===== config.mk =====
export PLATFORM = sky130hd
export DESIGN_NAME = bounce_sequencer
export DESIGN_NICKNAME = d
export VERILOG_FILES = /design/src/rtl/bounce_sequencer.sv
export SDC_FILE = /design/constraint.sdc
export NUM_CORES = 1
export LEC_CHECK = 0
export BUFFER_PORTS_ARGS = -buffer_cell sky130_fd_sc_hd__buf_4
export CAP_MARGIN = 10
export CELL_PAD_IN_SITES_DETAIL_PLACEMENT = 1
export CELL_PAD_IN_SITES_GLOBAL_PLACEMENT = 1
export CORE_MARGIN = 1
export CORE_UTILIZATION = 55
export DETAILED_ROUTE_END_ITERATION = 7
export GPL_TIMING_DRIVEN = 0
export PLACE_DENSITY = 0.93
export SYNTH_ARGS = -nofsm -noshare
export SYNTH_HDL_FRONTEND = slang
export SYNTH_SLANG_ARGS = --single-unit

===== constraint.sdc =====
create_clock -name clk_pix -period 12.6 [get_ports clk_pix]
set_clock_uncertainty 0.2 [all_clocks]
set_input_delay 0.63 -clock clk_pix [delete_from_list [all_inputs] [get_ports clk_pix]]
set_output_delay 0.63 -clock clk_pix [all_outputs]
set_load 0.02 [all_outputs]

===== src/rtl/bounce_sequencer.sv =====
// bounce_sequencer: keeps NOBJ bouncing squares and advances each of them once
// per frame. A sweep starts on frame_start and visits every object twice
// (x axis, then y axis) through one shared edge/step unit, so a full sweep
// takes 2*NOBJ pixel clocks.
// Optional feature: define BOUNCE_PAUSE_EN to add a 'pause' input. When it is
// high, a frame_start skips the sweep but still pulses done.
module bounce_sequencer #(
   parameter int  CORDW = 10,
   parameter int  NOBJ  = 4,
   parameter int  H_RES = 640,
   parameter int  V_RES = 480,
   localparam int IDXW  = $clog2(NOBJ)
) (
   input  logic             clk_pix,
   input  logic             rst_n,
   input  logic             frame_start,
`ifdef BOUNCE_PAUSE_EN
   input  logic             pause,
`endif
   input  logic             cfg_we,
   input  logic [IDXW-1:0]  cfg_idx,
   input  logic [CORDW-1:0] cfg_x,
   input  logic [CORDW-1:0] cfg_y,
   input  logic [CORDW-1:0] cfg_size,
   input  logic [3:0]       cfg_spd,
   input  logic [IDXW-1:0]  rd_idx,
   output logic [CORDW-1:0] rd_x,
   output logic [CORDW-1:0] rd_y,
   output logic [CORDW-1:0] rd_size,
   output logic             busy,
   output logic             done,
   output logic             overrun
);

   // Two guard bits so that size+spd and limit-(size+spd) never wrap.
   localparam int             AW       = CORDW + 2;
   localparam logic [AW-1:0]  H_LIM    = AW'(H_RES);
   localparam logic [AW-1:0]  V_LIM    = AW'(V_RES);
   localparam logic [IDXW-1:0] LAST_IDX = IDXW'(NOBJ - 1);

   typedef enum logic [1:0] {
      IDLE  = 2'd0,
      UPD_X = 2'd1,
      UPD_Y = 2'd2
   } state_t;

   state_t          state;
   state_t          state_nxt;
   logic [IDXW-1:0] idx;
   logic [IDXW-1:0] idx_nxt;
   logic            done_nxt;

   // Per-object registers; dir bit 0 means moving right (x) or down (y).
   logic [CORDW-1:0] x_r    [NOBJ];
   logic [CORDW-1:0] y_r    [NOBJ];
   logic [CORDW-1:0] size_r [NOBJ];
   logic [3:0]       spd_r  [NOBJ];
   logic [NOBJ-1:0]  dx_r;
   logic [NOBJ-1:0]  dy_r;

   // Shared edge/step unit signals.
   logic [AW-1:0]    ax_pos;
   logic [AW-1:0]    ax_size;
   logic [AW-1:0]    ax_spd;
   logic [AW-1:0]    ax_lim;
   logic [AW-1:0]    ax_sum;
   logic [AW-1:0]    ax_thr;
   logic             ax_dir;
   logic             ax_dir_nxt;
   logic             ax_hold;
   logic [CORDW-1:0] ax_pos_nxt;

   logic pause_i;
   logic sweep_go;
   logic skip_go;
   logic cfg_ok;
   logic last_step;

`ifdef BOUNCE_PAUSE_EN
   assign pause_i = pause;
`else
   assign pause_i = 1'b0;
`endif

   // A frame_start in IDLE either launches a sweep or, when paused, is
   // acknowledged with a done pulse only. Any frame_start seen while a sweep
   // is running is an overrun.
   assign sweep_go  = (state == IDLE) && frame_start && !pause_i;
   assign skip_go   = (state == IDLE) && frame_start &&  pause_i;
   assign last_step = (state == UPD_Y) && (idx == LAST_IDX);

   // Configuration writes must not race a sweep, so they are taken only when
   // the sequencer is idle and no sweep is starting in the same cycle.
   assign cfg_ok = cfg_we && (state == IDLE) && !frame_start;

   assign busy = (state != IDLE);

   // Zero-latency read port straight from the object registers.
   assign rd_x    = x_r[rd_idx];
   assign rd_y    = y_r[rd_idx];
   assign rd_size = size_r[rd_idx];

   // Select the operands of the current object and axis for the step unit.
   always_comb begin
      ax_size = AW'(size_r[idx]);
      ax_spd  = AW'(spd_r[idx]);
      ax_pos  = AW'(x_r[idx]);
      ax_dir  = dx_r[idx];
      ax_lim  = H_LIM;
      if (state == UPD_Y) begin
         ax_pos = AW'(y_r[idx]);
         ax_dir = dy_r[idx];
         ax_lim = V_LIM;
      end
   end

   // Bounce rule: reflect off the far edge, then the near edge, otherwise
   // keep moving. Objects that cannot fit or have no speed stay put.
   always_comb begin
      ax_sum     = ax_size + ax_spd;
      ax_thr     = ax_lim - ax_sum;
      ax_hold    = (ax_spd == '0) || (ax_sum >= ax_lim);
      ax_dir_nxt = ax_dir;
      ax_pos_nxt = CORDW'(ax_pos);
      if (ax_pos >= ax_thr) begin
         ax_dir_nxt = 1'b1;
         ax_pos_nxt = CORDW'(ax_pos - ax_spd);
      end else if (ax_pos < ax_spd) begin
         ax_dir_nxt = 1'b0;
         ax_pos_nxt = CORDW'(ax_pos + ax_spd);
      end else if (ax_dir) begin
         ax_pos_nxt = CORDW'(ax_pos - ax_spd);
      end else begin
         ax_pos_nxt = CORDW'(ax_pos + ax_spd);
      end
   end

   // Next-state logic of the sweep: x then y for each object in turn.
   always_comb begin
      state_nxt = state;
      idx_nxt   = idx;
      done_nxt  = last_step || skip_go;
      case (state)
         IDLE: begin
            if (sweep_go) begin
               state_nxt = UPD_X;
               idx_nxt   = '0;
            end
         end
         UPD_X: begin
            state_nxt = UPD_Y;
         end
         UPD_Y: begin
            if (idx == LAST_IDX) begin
               state_nxt = IDLE;
               idx_nxt   = '0;
            end else begin
               state_nxt = UPD_X;
               idx_nxt   = idx + 1'b1;
            end
         end
         default: begin
            state_nxt = IDLE;
            idx_nxt   = '0;
         end
      endcase
   end

   // Sequencer registers: state, object index, done pulse, sticky overrun.
   always_ff @(posedge clk_pix or negedge rst_n) begin
      if (!rst_n) begin
         state   <= IDLE;
         idx     <= '0;
         done    <= 1'b0;
         overrun <= 1'b0;
      end else begin
         state <= state_nxt;
         idx   <= idx_nxt;
         done  <= done_nxt;
         if (frame_start && (state != IDLE)) begin
            overrun <= 1'b1;
         end
      end
   end

   // Object registers: loaded by configuration writes, advanced one axis per
   // cycle by the step unit during a sweep.
   always_ff @(posedge clk_pix or negedge rst_n) begin
      if (!rst_n) begin
         for (int i = 0; i < NOBJ; i++) begin
            x_r[i]    <= '0;
            y_r[i]    <= '0;
            size_r[i] <= '0;
            spd_r[i]  <= '0;
         end
         dx_r <= '0;
         dy_r <= '0;
      end else begin
         if (cfg_ok) begin
            x_r[cfg_idx]    <= cfg_x;
            y_r[cfg_idx]    <= cfg_y;
            size_r[cfg_idx] <= cfg_size;
            spd_r[cfg_idx]  <= cfg_spd;
            dx_r[cfg_idx]   <= 1'b0;
            dy_r[cfg_idx]   <= 1'b0;
         end
         if ((state == UPD_X) && !ax_hold) begin
            x_r[idx]  <= ax_pos_nxt;
            dx_r[idx] <= ax_dir_nxt;
         end
         if ((state == UPD_Y) && !ax_hold) begin
            y_r[idx]  <= ax_pos_nxt;
            dy_r[idx] <= ax_dir_nxt;
         end
      end
   end

endmodule


* Word level (Yosys, flattened, before mapping)
Cells that the tools add are included.
** Word-level totals
- Input port bits :: 42
- Output and inout port bits :: 33
- Word-level logic and storage cells :: 133
- Bits in registers :: 150
** Cells by class
- Mux-type cells :: 65
- Add/subtract/negate cells :: 5
- $lt $le $gt $ge :: 12
- Bitwise logic cells :: 7
- Reduce and logical (&&, ||, !) cells :: 18
- Equal/unequal tests :: 4
** Operators by type and width (count)
- bitwise mux 40 bit :: 5
- two-way mux 10 bit :: 19
- two-way mux 40 bit :: 4
- binary-select mux 10 bit (select 2 bit) :: 6
- demux 10 bit (select 2 bit) :: 2
- two-way mux 4 bit :: 7
- bitwise mux 16 bit :: 1
- >= comparator 10 x 12 -> 1 bit :: 1
- logical NOT 12 bit :: 1
- one-hot mux 2 bit (3 select lines) :: 2
- subtractor 10 x 11 -> 12 bit :: 1
- adder 10 x 4 -> 11 bit :: 1
- >= comparator 11 x 10 -> 1 bit :: 1
- logical AND 1 bit :: 11
- adder 10 x 4 -> 10 bit :: 1
- < comparator 10 x 4 -> 1 bit :: 1
- subtractor 10 x 4 -> 10 bit :: 1
- >= comparator 3 bit, second input constant :: 3
- NOT 2 -> 3 bit :: 3
- bitwise AND 4 bit :: 2
- binary-select mux 4 bit (select 2 bit) :: 1
- bitwise mux 4 bit :: 2
- demux 4 bit (select 2 bit) :: 1
- two-way mux 1 bit :: 8
- other kinds (17) :: 26

* Logic depth before layout (Yosys ltp)
Gate-level depths: netlist (run 1).
- Depth in word-level cells :: 11
- Mapped depth :: 28
- Depth with buffers taken out :: 23

* Worst setup path after synthesis (run 1)
Ideal clock, no wire load.
- Path type :: flip-flop to flip-flop
- Start :: register idx[0]
- End :: register x_r[14] in the netlist's numbering
- Cell stages (with the launch flop) :: 28
- Setup slack :: 6.291 ns
- Path buffers :: 4
- Setup time :: 0.146 ns
- Data required time :: 12.254 ns
- Period minus slack after synthesis :: 6.309 ns
- Arrival time :: 5.963 ns
- Path through :: dfrtp_1 buf_6 buf_12 buf_4 buf_1 mux4_2 ha_1 or2_2 a31oi_1 nor2b_1 xnor2_1 ha_1 nand3_1 o21bai_1 a21oi_1 nand2_1 a21oi_1 xor2_1 ha_1 a211oi_1 nand3_1 a21oi_1 a211o_1 a41oi_4 nor2_8 mux2i_1 xor2_1 mux2i_1
** Between the ends
- Longest elaborated chain between the ends :: 11
- Elaborated cells on any way between the ends :: 40
- Those cells by class :: add/sub: 4; order compare: 5; mux: 25; bitwise: 1; reduce/logical: 5
** Ends and longest elaborated chain
- start: declaration :: RTL line 49 : logic [IDXW-1:0] idx;
- start signal: assignment :: RTL line 178 : idx <= idx_nxt;
- branches (longest 10 deep; another with subtractor 10 x 11 -> 12 bit)
- two-way mux 40 bit (*) :: RTL line 207 : if ((state == UPD_X) && !ax_hold) begin
- end signal: indexed assignment :: RTL line 200 : x_r[cfg_idx] <= cfg_x;
- end signal: indexed assignment :: RTL line 208 : x_r[idx] <= ax_pos_nxt;
- end: declaration :: RTL line 54 : logic [CORDW-1:0] x_r [NOBJ];
Every way passes the cells marked *. The select of a mux whose other input is x is not followed.
A chain may end at the register's enable or synchronous reset.

* Worst setup path in the final report (run 1)
- Start :: register idx[0]
- End :: register x_r[25] in the netlist's numbering
The elaborated chain is that of the path after synthesis.

==> impl_metrics.json, run 1 <==
{
  "drive_above_1_share_pct": 32.89,
  "cp_top_family": "compound AO/OA/AOI/OAI gates",
  "fp.dieW_um": 133.9,
  "yosysWarningCount": 0,
  "ios": 75,
  "grt_pass1_wl_mm": 49.31,
  "vias": 7163,
  "grt_setup_unrepaired": "false",
  "maxSlewHeadroom_pct": 14.76,
  "synth.distinct_cells": 58,
  "post_cts_resized": 0,
  "wirelength_mm": 32.48,
  "fin_util_pct": 66.08,
  "yosysSeqAreaShare_pct": 39.22,
  "hold_class": "in2reg",
  "via_per_inst": 6.861,
  "cp_slowest_cell": "buf_1",
  "cp-start-kind": "flip-flop",
  "synthCells": 717,
  "worstHoldPathCells": 2,
  "crit_path_end_kind": "flip-flop",
  "syn_area_per_cell_um2": 13.35,
  "worst_pin_slew_ns": 1.279,
  "synth_area_mm2": 0.009572,
  "hold_path_startpoint": "frame_start",
  "min_to": "overrun",
  "syn2layout_area_growth_pct": 15.70,
  "start_util_pct": 57.11,
  "die_area_mm2": 0.01793,
  "num_rows": 47,
  "setup_viol_count_final": 0,
  "cp_max_fo": 10,
  "finalSetupTns_ns": 0,
  "path_class": "reg2reg",
  "antenna_found_initial": 0,
  "cts.sinks": 150,
  "clk_pin_slew_ns": 0.07,
  "gr-total-overflow": 0,
  "pre_cts_ws_ns": 4.709,
  "core_mm2": 0.01676,
  "routedWlPerCell_um": 31.11,
  "dr.pass1.iters": 5,
  "setup_slack_ns": 4.363,
  "final.period_utilization_pct": 65.37,
  "final_common_cell": "mux2i_1",
  "syn_nets": 793,
  "port_buffers": 72,
  "cts_tree": "done",
  "crit_buf_inv": 4,
  "layout_min_cycle_time_ns": 8.237,
  "place.gp.congestion": 0.9053,
  "dp_hpwl_mm": 21.32,
  "final_cell_mix": "mux2i_1 (175), dfrtp_1 (150), buf_4 (72)",
  "max_freq_ghz": 0.1214,
  "grt_start_max_net_pins": 101,
  "max-cap-violations": 0,
  "cts_root_buf": "clkbuf_16",
  "drv_slew": 0,
  "postRouteAntennaNets": 0,
  "antenna_cells": 0,
  "postCtsSetupRepairBufs": 0,
  "r2r_end": "x_r[25]",
  "rrSetupSlack_ns": 4.36,
  "grt_pass1_vias": 8061,
  "required_ns": 12.68,
  "clk_latency_ns": 0.45,
  "die_y_um": 133.9,
  "clk_path_buf_depth": 2,
  "htreeDepth": 4,
  "regToRegStartpoint": "idx[0]",
  "track_usage_pct": 37.91,
  "fin_nets": 887,
  "ff2ff_path_depth": 27,
  "finalHoldViolations": 0,
  "drc": 0,
  "cts_buffers": 17,
  "cp.arrival_ns": 8.31,
  "status": "finished, final reports clean",
  "cpPeakStageDelay_ns": 0.86,
  "ys_ff_latch": 150,
  "drtIter0Drc": 496
}
[flip-flops by register name, indices dropped and copies added (netlist names)]
register,count
done,1
dx_r,4
dy_r,4
idx,2
overrun,1
size_r,40
spd_r,16
state,2
x_r,40
y_r,40
[per-stage QoR]
stage	cells	hold slack (ns)	instance area, µm²
2_1_floorplan	717	0.1344	9572
3_3_place_gp	1009	0.2401	10390
3_5_place_dp	1010	0.2581	10420
4_1_cts	1043	0.2274	11060
5_1_grt	1044	0.2514	11070
6_report	1044	0.2332	11070
[worst max-delay path by stage]
stage / startpoint / end / slack [ns] / cells after the start
final: idx[0] / x_r[25] / 4.36 / 27
after detailed placement: idx[0] / x_r[34] / 4.71 / 27
after CTS: idx[0] / y_r[34] / 4.48 / 27
after floorplan: idx[0] / x_r[14] / 6.29 / 27
after global placement: idx[0] / y_r[4] / 4.96 / 27
after global routing: idx[0] / x_r[34] / 3.95 / 27
[cell usage after synthesis (all sizes together)]
master	count	share of area, %
clkbuf	19	0.75
xnor2	12	1.6
nor3b	4	0.37
nor4	4	0.33
xor2	12	1.3
and2	3	0.20
buf	21	1.3
o31ai	1	0.078
a41oi	1	0.29
a211oi	2	0.16
nor3	11	0.63
o21bai	2	0.16
nand2	40	1.6
a22o	1	0.092
mux4	66	16
o22ai	1	0.13
nor2b	5	0.33
fa	3	0.63
nor2	18	0.88
nand3b	2	0.16
and3	2	0.13
inv	19	0.77
o21ai	5	0.26
ha	31	4.1
or2	2	0.13
o211a	1	0.10
mux2i	177	19
o21a	4	0.31
dfrtp	150	39
clkinv	1	0.039
nand3	10	0.52
a21oi	11	0.61
mux2	61	7.3
a21o	3	0.24
nand2b	6	0.47
a211o	2	0.18
a31oi	3	0.42
nand4	1	0.065
[final cells by class]
type	count	area [µm²]
multi-input cells	507	5542
clock buffers	20	456.7
plain buffers	40	198.9
inverters	20	77.57
well taps	220	275.3
repair buffers	75	596.8
fillers	1613	5685
clock inverters	12	173.9
flip-flops and latches	150	3754
[layer usage]
| metal | wire length [µm] | track usage [%] | up-vias |
|---|---|---|---|
| li1 | - | - | 2877 |
| met1 | 12170 | 45.77 | 3760 |
| met2 | 16620 | 64.08 | 404 |
| met3 | 2162 | 7.407 | 122 |
| met4 | 1527 | 20.71 | 0 |
| met5 | 0 | 0 | - |
[repair_timing]
action / in CTS / in global routing
setup endpoints to repair: 0 / 0
hold buffers: 1 / 0
endpoints found under the hold margin: 50 / 0
[cell families (layout without fill, tap and decap cells)]
family          count (synthesis)  count (layout)  synth area share, %
xor+xnor                       24              24                2.863
buf+inv                        60             167                2.889
flops                         150             150                39.22
fa+ha+maj                      34              34                4.680
simple gates                  108             108                5.765
compound gates                 37              37                3.033
mux                           304             304                41.56
Power of run 1 is not shown: default switching activity piles up to over one toggle a cycle in this logic, so the estimate is an artifact.
==> inputs of run 2 (changes only) <==
- ABC_AREA: default -> 1
- CORE_UTILIZATION: 55 -> 44
- PLACE_DENSITY: 0.93 -> 0.86
- clock period: 12.6 -> 8.41 ns (I/O delays scaled with it)
==> run 2 against run 1 <==
  * Hold slack worse by 0.23 ns
  * Sequential cell count unchanged
  * Sequential share of layout area down 2.4 points
  * Largest cell class unchanged
==> impl_metrics.json, run 2 <==
{
  "status": "finished, final reports clean",
  "cts.sinks": 150,
  "design_area_mm2": 0.01193,
  "cp_top_family": "buffers and inverters",
  "reg_top3": "size_r x40, x_r x40, y_r x40",
  "antenna_cells": 0,
  "cts_root_buf": "clkbuf_16",
  "htreeDepth": 4,
  "final.period_utilization_pct": 80.60,
  "ios": 75,
  "synth_area_mm2": 0.01033,
  "setup_viol_count_final": 0,
  "synth_edf_count": 0,
  "clk_path_buf_depth": 2,
  "hold_class": "in2reg",
  "synthCells": 1516,
  "clk_latency_ns": 0.45,
  "vias": 11690,
  "wirelength_mm": 44.81,
  "track_usage_pct": 37.79,
  "start_util_pct": 45.22,
  "syn2layout_area_growth_pct": 15.44,
  "yosysSeqAreaShare_pct": 36.33,
  "grt_pass1_vias": 11830,
  "crit_path_end_kind": "flip-flop",
  "synth_top_area_share_pct": 36.33,
  "place.gp.congestion": 0.9506,
  "path_class": "reg2reg",
  "die_area_mm2": 0.02410,
  "multiInputGateArea_mm2": 0.005692,
  "fillers": 3083,
  "crit_buf_inv": 7,
  "antenna_found_initial": 0,
  "gr-total-overflow": 0,
  "core_mm2": 0.02285,
  "die_y_um": 155.2,
  "drive_above_1_share_pct": 11.92,
  "grt_setup_unrepaired": "false",
  "final_cell_mix": "nand2_1 (516), o21ai_0 (156), dfrtp_1 (150)",
  "port_buffers": 73,
  "fp.dieW_um": 155.2,
  "cp_slowest_cell": "clkbuf_1",
  "dr.pass1.iters": 5,
  "yosysMostFrequentCell": "nand2_1",
  "max-cap-violations": 0,
  "drv_slew": 0,
  "fin_util_pct": 52.21,
  "worst_path_most_repeated_cell": "nand2_1",
  "cts_tree": "done",
  "finalSetupTns_ns": 0,
  "dpl_cell_area_mm2": 0.01131,
  "synth_commonest_cells": "nand2_1 (516), o21ai_0 (156), dfrtp_1 (150), nor2_1 (128), inv_1 (102)",
  "synth_flop_cell": "dfrtp_1",
  "routedWlPerCell_um": 23.10,
  "yosysTopAreaCell": "dfrtp_1",
  "syn_area_per_cell_um2": 6.816,
  "layout_min_cycle_time_ns": 6.779,
  "finalHoldViolations": 0,
  "worst_pin_slew_ns": 0.9538,
  "clk_pin_slew_ns": 0.07,
  "drc": 0,
  "grt_pass1_wl_mm": 67.86,
  "final_common_cell": "nand2_1",
  "yosysWarningCount": 0,
  "register_area_mm2": 0.003754,
  "num_rows": 55,
  "ys_ff_latch": 150,
  "dp_hpwl_mm": 31.82,
  "cp-start-kind": "flip-flop",
  "pre_cts_ws_ns": 1.830,
  "drtIter0Drc": 1088,
  "postRouteAntennaNets": 0,
  "fin_nets": 1690,
  "max_freq_ghz": 0.1475,
  "maxSlewHeadroom_pct": 35.74,
  "cpPeakStageDelay_ns": 0.51,
  "synth-async-reset-ratio_pct": 100.0,
  "via_per_inst": 6.023,
  "grt_start_max_net_pins": 113,
  "cp_max_fo": 10,
  "required_ns": 8.55,
  "synth_area_leaders": "dfrtp_1 (36%), nand2_1 (19%), o21ai_0 (7.6%)",
  "cts_buffers": 17,
  "syn_nets": 1592,
  "cp.arrival_ns": 6.92,
  "setup_slack_ns": 1.631,
  "synth.distinct_cells": 40
}
[run 2: cell count changes after synthesis, moves of 23 or more]
cell | previous run | this run
o22ai_1 | 0 | 27
mux2i_1 | 175 | 0
nand2_1 | 40 | 516
nand3_1 | 10 | 81
mux2_2 | 59 | 0
inv_1 | 16 | 102
o21ai_0 | 4 | 156
o211ai_1 | 0 | 68
mux4_2 | 66 | 0
nor2_1 | 17 | 128
o21ai_1 | 1 | 24
clkbuf_1 | 19 | 50
a21oi_1 | 10 | 47
[run 2: kinds of logic (layout without fill, tap and decap cells)]
group | Yosys count | after routing | share of synthesized area (%)
DFF | 150 | 150 | 36.33
AOI/OAI and AO/OA | 335 | 335 | 18.64
adders and majority gates | 34 | 34 | 4.335
xor gates and xnor gates | 19 | 19 | 1.611
buffers and inverters | 211 | 322 | 8.586
and+or+nand+nor | 767 | 767 | 30.50
[run 2: through the flow]
step                cells  hold WS (ns)
finish               1940      0.004319
global route         1940       0.01918
CTS                  1940      0.005393
detailed placement   1903        0.1289
global placement     1902        0.2615
floorplan            1516      -0.07509
[run 2: per-layer routing]
| layer | global-route usage (%) | vias up | part of all wire, % |
|---|---|---|---|
| met2 | 59.97 | 627 | 46 |
| met3 | 7.521 | 164 | 9.3 |
| li1 | - | 5140 | - |
| met1 | 49.04 | 5754 | 40 |
| met4 | 19.37 | 0 | 4.3 |
| met5 | 0 | - | 0 |
[run 2: worst register-to-register path: cells and delay by family (launching register included)]
| family | cells | cell delay [ns] |
|---|---|---|
| AOI/OAI and AO/OA | 6 | 1.27 |
| xor gates and xnor gates | 2 | 0.33 |
| adders and majority gates | 3 | 0.96 |
| buffers and inverters | 7 | 1.94 |
| DFF | 1 | 0.46 |
| and+or+nand+nor | 12 | 1.50 |
[run 2: worst paths after layout]
| check | startpoint | endpoint | slack, ns | cells after the start |
|---|---|---|---|---|
| min | cfg_size[2] | size_r[22] | 0.004 | 3 |
| min reg2reg | overrun | overrun | 0.28 | 1 |
| max | idx[0] | y_r[12] | 1.63 | 30 |
| min in group asynchronous | rst_n | y_r[0] | 0.25 | 2 |
| max in group asynchronous | rst_n | size_r[5] | 6.86 | 3 |
| max reg2reg | idx[0] | y_r[12] | 1.63 | 30 |
[run 2: timing repair]
action	in CTS	in global routing
hold buffers	5	0
gates resized for setup	0	0
endpoints found under the hold margin	47	0
setup buffers	0	0
[run 2: area by class of cell]
cell class / instances / share of cell area (%)
Multi-Input combinational cell: 1155 / 47.72
Sequential cell: 150 / 31.47
Timing Repair Buffer: 79 / 5.308
Inverter: 124 / 3.923
Clock buffer: 17 / 3.567
Buffer: 87 / 3.514
Tap cell: 313 / 3.283
Clock inverter: 15 / 1.217
Power of run 2 is left out for the same reason.
